### config.mk
export PLATFORM = sky130hd
export DESIGN_NAME = spi_cmd_deserializer
export DESIGN_NICKNAME = d
export VERILOG_FILES = /design/src/rtl/spi_cmd_deserializer.sv
export SDC_FILE = /design/constraint.sdc
export NUM_CORES = 1
export LEC_CHECK = 0
export ABC_CLOCK_PERIOD_IN_PS = 6700
export BUFFER_PORTS_ARGS = -buffer_cell sky130_fd_sc_hd__buf_4
export CAP_MARGIN = 25
export CORE_MARGIN = 2
export CORE_UTILIZATION = 40
export CTS_CLUSTER_SIZE = 10
export DETAILED_ROUTE_END_ITERATION = 7
export MAX_ROUTING_LAYER = met4
export PLACE_DENSITY = 0.61
export SYNTH_ARGS = -nofsm -noshare
export SYNTH_HDL_FRONTEND = slang
export SYNTH_SLANG_ARGS = --single-unit
### constraint.sdc
create_clock -name clock -period 6.7 [get_ports clock]
set_input_delay 1.005 -clock clock [delete_from_list [all_inputs] [get_ports clock]]
set_output_delay 1.005 -clock clock [all_outputs]
set_load 0.005 [all_outputs]
### src/rtl/spi_cmd_deserializer.sv
// spi_cmd_deserializer: SPI mode-0 (MSB first) slave that collects WORD_WIDTH-bit
// command frames from asynchronous pins and presents each accepted word as
// cmd_data with a one-cycle cmd_valid strobe; malformed frames pulse frame_error.
// Optional feature macro: SPI_CMD_ECHO_EN -- when defined, the previously accepted
// word is shifted back out on miso during the next frame; otherwise miso is 0.
module spi_cmd_deserializer #(
  parameter int WORD_WIDTH  = 32,
  parameter int SYNC_STAGES = 2
) (
  input  logic                  clock,
  input  logic                  reset,
  input  logic                  sclk,
  input  logic                  mosi,
  input  logic                  ss_n,
  output logic                  miso,
  output logic [WORD_WIDTH-1:0] cmd_data,
  output logic                  cmd_valid,
  output logic                  frame_error,
  output logic                  busy
);

  localparam int CW = $clog2(WORD_WIDTH + 1);
  localparam logic [CW-1:0] FULL = CW'(WORD_WIDTH);

  typedef enum logic [1:0] {IDLE, ACTIVE, COMMIT} state_t;

  state_t state, next_state;

  // Pin synchronisers: bit 0 is the first stage, MSB is the synced value.
  logic [SYNC_STAGES-1:0] sclk_sync, mosi_sync, ss_sync;
  logic                   sclk_hist, ss_hist;
  // Marks when the chain and history flop hold real pin samples rather than
  // reset values, so a select already low at reset release is not a falling edge.
  logic [SYNC_STAGES:0]   primed;

  logic sclk_s, mosi_s, ss_s;
  logic sclk_rise, ss_rise, ss_fall;

  logic [WORD_WIDTH-1:0] shift_reg;
  logic [CW-1:0]         bit_cnt;
  logic                  overrun;

  logic valid_nxt, err_nxt, busy_nxt;

  // Synchronise the SPI pins into the clock domain and keep one history flop.
  always_ff @(posedge clock or posedge reset) begin
    if (reset) begin
      sclk_sync <= '0;
      mosi_sync <= '0;
      ss_sync   <= '1;
      sclk_hist <= 1'b0;
      ss_hist   <= 1'b1;
      primed    <= '0;
    end else begin
      sclk_sync <= {sclk_sync[SYNC_STAGES-2:0], sclk};
      mosi_sync <= {mosi_sync[SYNC_STAGES-2:0], mosi};
      ss_sync   <= {ss_sync[SYNC_STAGES-2:0], ss_n};
      sclk_hist <= sclk_sync[SYNC_STAGES-1];
      ss_hist   <= ss_sync[SYNC_STAGES-1];
      primed    <= {primed[SYNC_STAGES-1:0], 1'b1};
    end
  end

  assign sclk_s    = sclk_sync[SYNC_STAGES-1];
  assign mosi_s    = mosi_sync[SYNC_STAGES-1];
  assign ss_s      = ss_sync[SYNC_STAGES-1];
  assign sclk_rise = sclk_s & ~sclk_hist;
  assign ss_rise   = ss_s & ~ss_hist;
  assign ss_fall   = ~ss_s & ss_hist & primed[SYNC_STAGES];

  // FSM state register.
  always_ff @(posedge clock or posedge reset) begin
    if (reset) state <= IDLE;
    else       state <= next_state;
  end

  // FSM next-state logic; a select rising edge always ends the frame.
  always_comb begin
    next_state = state;
    case (state)
      IDLE:    if (ss_fall) next_state = ACTIVE;
      ACTIVE:  if (ss_rise) next_state = COMMIT;
      COMMIT:  next_state = IDLE;
      default: next_state = IDLE;
    endcase
  end

  // FSM output decode: next values of the registered strobes and busy flag.
  always_comb begin
    valid_nxt = 1'b0;
    err_nxt   = 1'b0;
    busy_nxt  = (next_state != IDLE);
    if (state == COMMIT) begin
      if (bit_cnt == FULL && !overrun) valid_nxt = 1'b1;
      else                             err_nxt   = 1'b1;
    end
  end

  // Register the outputs; cmd_data only changes on an accepted frame.
  always_ff @(posedge clock or posedge reset) begin
    if (reset) begin
      cmd_valid   <= 1'b0;
      frame_error <= 1'b0;
      busy        <= 1'b0;
      cmd_data    <= '0;
    end else begin
      cmd_valid   <= valid_nxt;
      frame_error <= err_nxt;
      busy        <= busy_nxt;
      if (valid_nxt) cmd_data <= shift_reg;
    end
  end

  // Shift in data bits and count them; a select rise in the same cycle as an
  // sclk rise takes priority, so that sclk edge is dropped.
  always_ff @(posedge clock or posedge reset) begin
    if (reset) begin
      shift_reg <= '0;
      bit_cnt   <= '0;
      overrun   <= 1'b0;
    end else if (state == IDLE && ss_fall) begin
      bit_cnt <= '0;
      overrun <= 1'b0;
    end else if (state == ACTIVE && !ss_rise && sclk_rise) begin
      shift_reg <= {shift_reg[WORD_WIDTH-2:0], mosi_s};
      if (bit_cnt == FULL) overrun <= 1'b1;
      else                 bit_cnt <= bit_cnt + CW'(1);
    end
  end

`ifdef SPI_CMD_ECHO_EN
  logic [WORD_WIDTH-1:0] tx_reg;
  logic                  sclk_fall;

  assign sclk_fall = ~sclk_s & sclk_hist;

  // Load the last accepted word at frame start and shift it out MSB first,
  // advancing on sclk falling edges so the master samples on rising edges.
  always_ff @(posedge clock or posedge reset) begin
    if (reset) begin
      tx_reg <= '0;
    end else if (state == IDLE && ss_fall) begin
      tx_reg <= cmd_data;
    end else if (state == ACTIVE && sclk_fall) begin
      tx_reg <= {tx_reg[WORD_WIDTH-2:0], 1'b0};
    end
  end

  assign miso = tx_reg[WORD_WIDTH-1];
`else
  assign miso = 1'b0;
`endif

endmodule

==> results.py, run 1 <==
metrics = {
    "worst_setup_path": {
        "critPathArrivalTime_ns": 2.80,
        "path_cells": "inv_1, ha_1, nand2_1, or4_4, or3_2, buf_12, mux2_4",
        "endpoint_kind": "register",
        "cpMaxStageDelayCell": "or3_2",
        "ff2ff_setup_slack_ns": 4.14,
        "cp-start-kind": "register",
        "path_class": "register to register",
        "slowest_delay_ns": 0.70,
        "cp_max_fo": 19,
        "cp.required_ns": 6.94,
        "r2r_cells": 7,
    },
    "timing": {
        "hold_ws_ns": 0.353,
        "finalSetupViolCount": 0,
        "tns_ns": 0,
        "fmax_ghz": 0.390,
        "worst_slew_pin_slew_ns": 0.791,
        "post-route-min-period_ns": 2.56,
        "slew_viol_final": 0,
        "final_hold_viol_count": 0,
        "clock_skew_ns": 0.0125,
        "maxSlewHeadroom_pct": 46.8,
        "grt_setup_unrepaired": "false",
        "finalCritPeriodShare_pct": 38.2,
    },
    "clock_network": {
        "postCtsResizedCells": 0,
        "postCtsSetupBuffers": 0,
        "ctsRootBufferMaster": "clkbuf_8",
        "h-tree-depth": 3,
        "cts_hold_buffers": 0,
        "path_clk_slew_ns": 0.09,
        "clock_path_buffers": 2,
        "cts_inserted_buffers": 9,
        "cts_tree": "done",
        "cts_sinks": 87,
        "clkLatencyLatePin_ns": 0.36,
    },
    "placed_design": {
        "globalplace.congestion": 0.819,
        "io_buffers": 39,
        "hpwl_um": 3450,
        "dp_cells": 416,
        "dpl_cell_area_um2": 3780,
    },
    "layout": {
        "design_area_um2": 4020,
        "antenna_cells": 0,
        "multiInputGateArea_um2": 1100,
        "nets": 330,
        "fillers": 741,
        "finalNonFillerCells": 433,
        "final_cell_mix": "nand2_1 (104), dfrtp_1 (84), buf_4 (42)",
        "layout-drive-gt1-share_pct": 29.9,
        "final_common_cell": "nand2_1",
        "regArea_um2": 2180,
        "areaGrowthSynthToFinish_pct": 18.2,
    },
    "detailed_routing": {
        "route.detailed.drc": 0,
        "drtIter0Drc": 124,
        "ant_nets": 0,
        "drt-total-wl_um": 5660,
        "avgRoutedWirePerCell_um": 13.1,
        "vias_per_cell": 4.77,
        "num_vias": 2064,
        "dr.pass1.iters": 5,
    },
    "synth": {
        "syn_area_per_cell_um2": 12.2,
        "syn-cell-area_um2": 3400,
        "ys_seq_elements": 87,
        "yosysWarnings": 0,
        "syn_inst": 280,
        "async_reset_ff_share_pct": 100,
        "yosysUniqueCellTypes": 26,
        "synth-edff-count": 0,
        "synthesis.nets": 287,
        "synth_flop_cell": "dfrtp_1",
        "synth_seq_area_share_pct": 64.1,
    },
    "pwr": {
        "power_density_nw_per_um2": 258,
        "p_leak_uw": 0.00221,
        "finalPower_uw": 1040,
        "vdd_drop_max_v": 0.000107,
    },
    "run_status": {
        "outcome": "finished, final reports clean",
    },
    "die": {
        "start_util_pct": 41.4,
        "chipHeight_um": 96.3,
        "dieArea_um2": 9270,
        "core_um2": 8220,
        "die_w_um": 96.3,
        "pin_count": 41,
        "num_rows": 33,
    },
    "global_routing": {
        "grt_use_total_pct": 14.2,
        "grt_pass1_wl_um": 9450,
        "grt_max_degree": 70,
        "antenna_found_initial": 0,
        "overflow": 0,
        "grt_pass1_vias": 1943,
    },
    "hold_path": {
        "hold_path.class": "register to register",
        "hold_depth": 0,
    },
    "flow_run": {
        "cap_violations": 0,
    },
}
-- worst max-delay path, delay by kind of cell (launching register included) --
family	cells	cell delay, ns
buffers and inverters	2	0.37
DFF	1	0.42
muxes	1	0.30
adders and majority gates	1	0.14
and+or+nand+nor	3	1.20
-- cells by family after synthesis --
family	synth area share [%]
AND/OR/NAND/NOR	15.7
flip-flops	64.1
multiplexers	13.8
buffers and inverters	3.53
AO/OA/AOI/OAI	1.69
adder cells (fa/ha/maj)	0.735
other	0.221
XOR/XNOR	0.257
-- worst paths after layout --
check,start,end
max,bit_cnt[0]$_DFFE_PP0P_,cmd_data[14]$_DFFE_PP0P_
min,mosi_sync[0]$_DFF_PP0_,mosi_sync[1]$_DFF_PP0_
max reg2reg,bit_cnt[0]$_DFFE_PP0P_,cmd_data[14]$_DFFE_PP0P_
min reg2reg,mosi_sync[0]$_DFF_PP0_,mosi_sync[1]$_DFF_PP0_
max in group asynchronous,reset,ss_sync[0]$_DFF_PP1_
min in group asynchronous,reset,cmd_data[24]$_DFFE_PP0P_
-- where the power goes --
part	leakage [uW]	switching [uW]	internal, uW
Clock	0.000111	196	215
Sequential	0.00118	19.9	550
Combinational	0.000920	34.9	21.9
Total	0.00221	251	786
-- per-layer routing --
layer  part of all wire, %  vias up  routed length, um  track usage [%]
met2                    47       45               2640             19.3
li1                      -      980                  -                -
met1                    48     1031               2690             19.4
met4                   1.7        0                 94             7.14
met5                     0        -                  0                -
met3                   4.0        8                229             3.92
-- Yosys cell counts (all sizes together) (3+ instances only) --
master / count / area, um^2
mux2: 32 / 469
nand2b: 3 / 18.8
dfrtp: 84 / 2100
nand2: 104 / 390
dfstp: 3 / 78.8
nor2: 7 / 26.3
a21oi: 5 / 25.0
nand3: 4 / 20.0
clkbuf: 7 / 26.3
or4: 3 / 26.3
inv: 4 / 15.0
o21ai: 5 / 25.0
buf: 5 / 78.8
-- layout make-up --
cell class,count,area share (%)
Clock inverter,7,2.55
Clock buffer,9,3.08
Timing Repair Buffer,44,9.02
Tap cell,105,3.27
Inverter,4,0.404
Sequential cell,87,54.2
Multi-Input combinational cell,177,27.5
-- per-stage QoR --
step,util (%),setup WS (ns)
floorplan,-,3.45
detailed placement,46.0,4.09
global route,49.0,4.05
finish,49.0,4.14
global placement,45.6,4.15
CTS,48.7,4.08
Note: power is estimated with default switching activity, not from simulation.
==> run 2, diff against run 1 <==
Settings changed: ABC_CLOCK_PERIOD_IN_PS 6700 to 2300, PLACE_DENSITY 0.61 to 0.64.
Clock period 6.7 ns to 2.3 ns, I/O delays scaled along.
==> run 2 against run 1 <==
Net effect: count of clock-buffer cells in the layout stayed put; sequential power grew to 2.9 times the previous value; final cell count is 0.92% higher; total power grew to 2.8 times the previous value; register-to-register slack worse by 4.1 ns; sequential share of layout area is 0.068 points higher; critical path type unchanged; critical endpoint is now cmd_data[2]$_DFFE_PP0P_; largest cell class unchanged; largest power group unchanged.
==> results.py, run 2 (same netlist as run 1, synthesis figures left out) <==
metrics = {
    "run_status": {
        "outcome": "finished, final reports clean",
    },
    "pwr": {
        "finalPower_uw": 2860,
        "p_int_uw": 2170,
        "power_density_nw_per_um2": 712,
        "clockPowerShare_pct": 36.3,
        "swShare_pct": 24.1,
        "vdd_drop_max_v": 0.000392,
        "power_frac_seq_pct": 57.9,
        "combPwrFrac_pct": 5.8,
        "p_switching_uw": 690,
        "p_leak_uw": 0.00220,
    },
    "die": {
        "die_w_um": 96.3,
        "num_rows": 33,
        "pin_count": 41,
        "start_util_pct": 41.4,
        "core_um2": 8220,
        "dieArea_um2": 9270,
        "chipHeight_um": 96.3,
    },
    "timing": {
        "tns_ns": 0,
        "grt_setup_unrepaired": "false",
        "slew_viol_final": 0,
        "finalCritPeriodShare_pct": 96.1,
        "post-route-min-period_ns": 2.21,
        "finalSetupViolCount": 0,
        "clock_skew_ns": 0.00932,
        "fin_ws_ns": 0.0886,
        "worst_slew_pin_slew_ns": 0.580,
        "final_hold_viol_count": 0,
        "fmax_ghz": 0.452,
        "maxSlewHeadroom_pct": 60.8,
    },
    "worst_setup_path": {
        "cpMaxStageDelayCell": "or3_2",
        "critPathArrivalTime_ns": 2.45,
        "slowest_delay_ns": 0.45,
        "cp_max_fo": 33,
        "path_class": "register to register",
        "path_cells": "inv_1, ha_1, nand2_1, or4_4, or3_2, buf_12, mux2_4",
        "cp-start-kind": "register",
        "r2r_cells": 7,
        "endpoint_kind": "register",
        "ff2ff_setup_slack_ns": 0.09,
        "cp.required_ns": 2.54,
        "r2r_end": "cmd_data[2]$_DFFE_PP0P_",
        "r2r_start": "bit_cnt[0]$_DFFE_PP0P_",
    },
    "clock_network": {
        "cts_sinks": 87,
        "cts_tree": "done",
        "postCtsSetupBuffers": 0,
        "h-tree-depth": 3,
        "path_clk_slew_ns": 0.09,
        "cts_hold_buffers": 0,
        "clkLatencyLatePin_ns": 0.35,
        "clock_path_buffers": 2,
        "ctsRootBufferMaster": "clkbuf_8",
        "cts_inserted_buffers": 9,
        "postCtsResizedCells": 0,
    },
    "detailed_routing": {
        "num_vias": 2032,
        "ant_nets": 0,
        "dr.pass1.iters": 5,
        "avgRoutedWirePerCell_um": 12.6,
        "top_layer_used": "met4",
        "wl_met2_um": 2540,
        "drt-total-wl_um": 5500,
        "m1WireLength_um": 2670,
        "vias_per_cell": 4.65,
        "drtIter0Drc": 132,
        "route.detailed.drc": 0,
        "wl_met3_um": 220,
    },
    "layout": {
        "regArea_um2": 2180,
        "final_core_util_pct": 48.9,
        "final_cell_mix": "nand2_1 (104), dfrtp_1 (84), buf_4 (46)",
        "fillers": 737,
        "layout-drive-gt1-share_pct": 30.7,
        "multiInputGateArea_um2": 1100,
        "nets": 334,
        "areaGrowthSynthToFinish_pct": 18.0,
        "final_common_cell": "nand2_1",
        "finalNonFillerCells": 437,
        "antenna_cells": 0,
    },
    "placed_design": {
        "io_buffers": 39,
        "dp_cells": 421,
        "pre_cts_slack_ns": 0.102,
        "hpwl_um": 3540,
        "globalplace.congestion": 0.778,
    },
    "global_routing": {
        "grt_pass1_wl_um": 9450,
        "grt_max_degree": 88,
        "grt_use_total_pct": 13.9,
        "grt_pass1_vias": 1949,
        "overflow": 0,
        "antenna_found_initial": 0,
    },
    "hold_path": {
        "holdPathEnd": "mosi_sync[0]$_DFF_PP0_",
        "hold_path.class": "primary input to register",
        "hold_depth": 1,
        "worstHoldStart": "mosi",
    },
    "flow_run": {
        "cap_violations": 0,
    },
}
-- run 2: changes by cell type in the layout (fill, tap and decap cells not counted) --
cell,delta
buf_12,+1
buf_16,-1
buf_4,+4
bufinv_16,-1
clkinv_2,+1
clkinvlp_4,+2
inv_6,-2
-- run 2: final cells by class --
cell class,instances,share of cell area [%]
sequential,87,54.3
multi-input combinational,177,27.5
timing repair buffer,48,9.59
tap,105,3.27
clock buffer,9,3.08
clock inverter,7,1.81
inverter,4,0.467
-- run 2: layer usage --
layer / track usage, % / vias up
met4: 6.79 / 0
met1: 19.6 / 992
met2: 19.0 / 37
met5: - / -
li1: - / 997
met3: 3.13 / 6
-- run 2: worst max-delay path: cells and delay by family, from the launching register on --
kind / cells / cell delay (ns)
multiplexers: 1 / 0.32
buffers and inverters: 2 / 0.28
adder cells (fa/ha/maj): 1 / 0.14
flip-flops: 1 / 0.40
AND/OR/NAND/NOR: 3 / 0.92
-- run 2: worst max path at each step --
stage | startpoint | endpoint | slack [ns] | depth (start not counted)
after global placement | bit_cnt[0]$_DFFE_PP0P_ | cmd_data[2]$_DFFE_PP0P_ | 0.13 | 7
final | bit_cnt[0]$_DFFE_PP0P_ | cmd_data[2]$_DFFE_PP0P_ | 0.09 | 7
after CTS | bit_cnt[0]$_DFFE_PP0P_ | cmd_data[2]$_DFFE_PP0P_ | 0.09 | 7
after detailed placement | bit_cnt[0]$_DFFE_PP0P_ | cmd_data[3]$_DFFE_PP0P_ | 0.10 | 7
after global routing | bit_cnt[0]$_DFFE_PP0P_ | cmd_data[14]$_DFFE_PP0P_ | 0.02 | 7
after floorplan | bit_cnt[0]$_DFFE_PP0P_ | cmd_data[10]$_DFFE_PP0P_ | 0.21 | 8
-- run 2: power by group through the flow --
stage	sequential (uW)	clock (uW)	combinational, uW
floorplan	1670	0	120
global placement	1680	0	166
detailed placement	1690	0	170
CTS	1660	1070	171
global route	1670	1140	194
finish	1660	1040	165
-- run 2: metrics by stage --
stage	hold slack [ns]	instance area (um^2)
after floorplan	0.331	3410
after global placement	0.334	3820
after detailed placement	0.336	3820
after CTS	0.0804	4020
after global routing	0.0728	4020
final	0.0966	4020
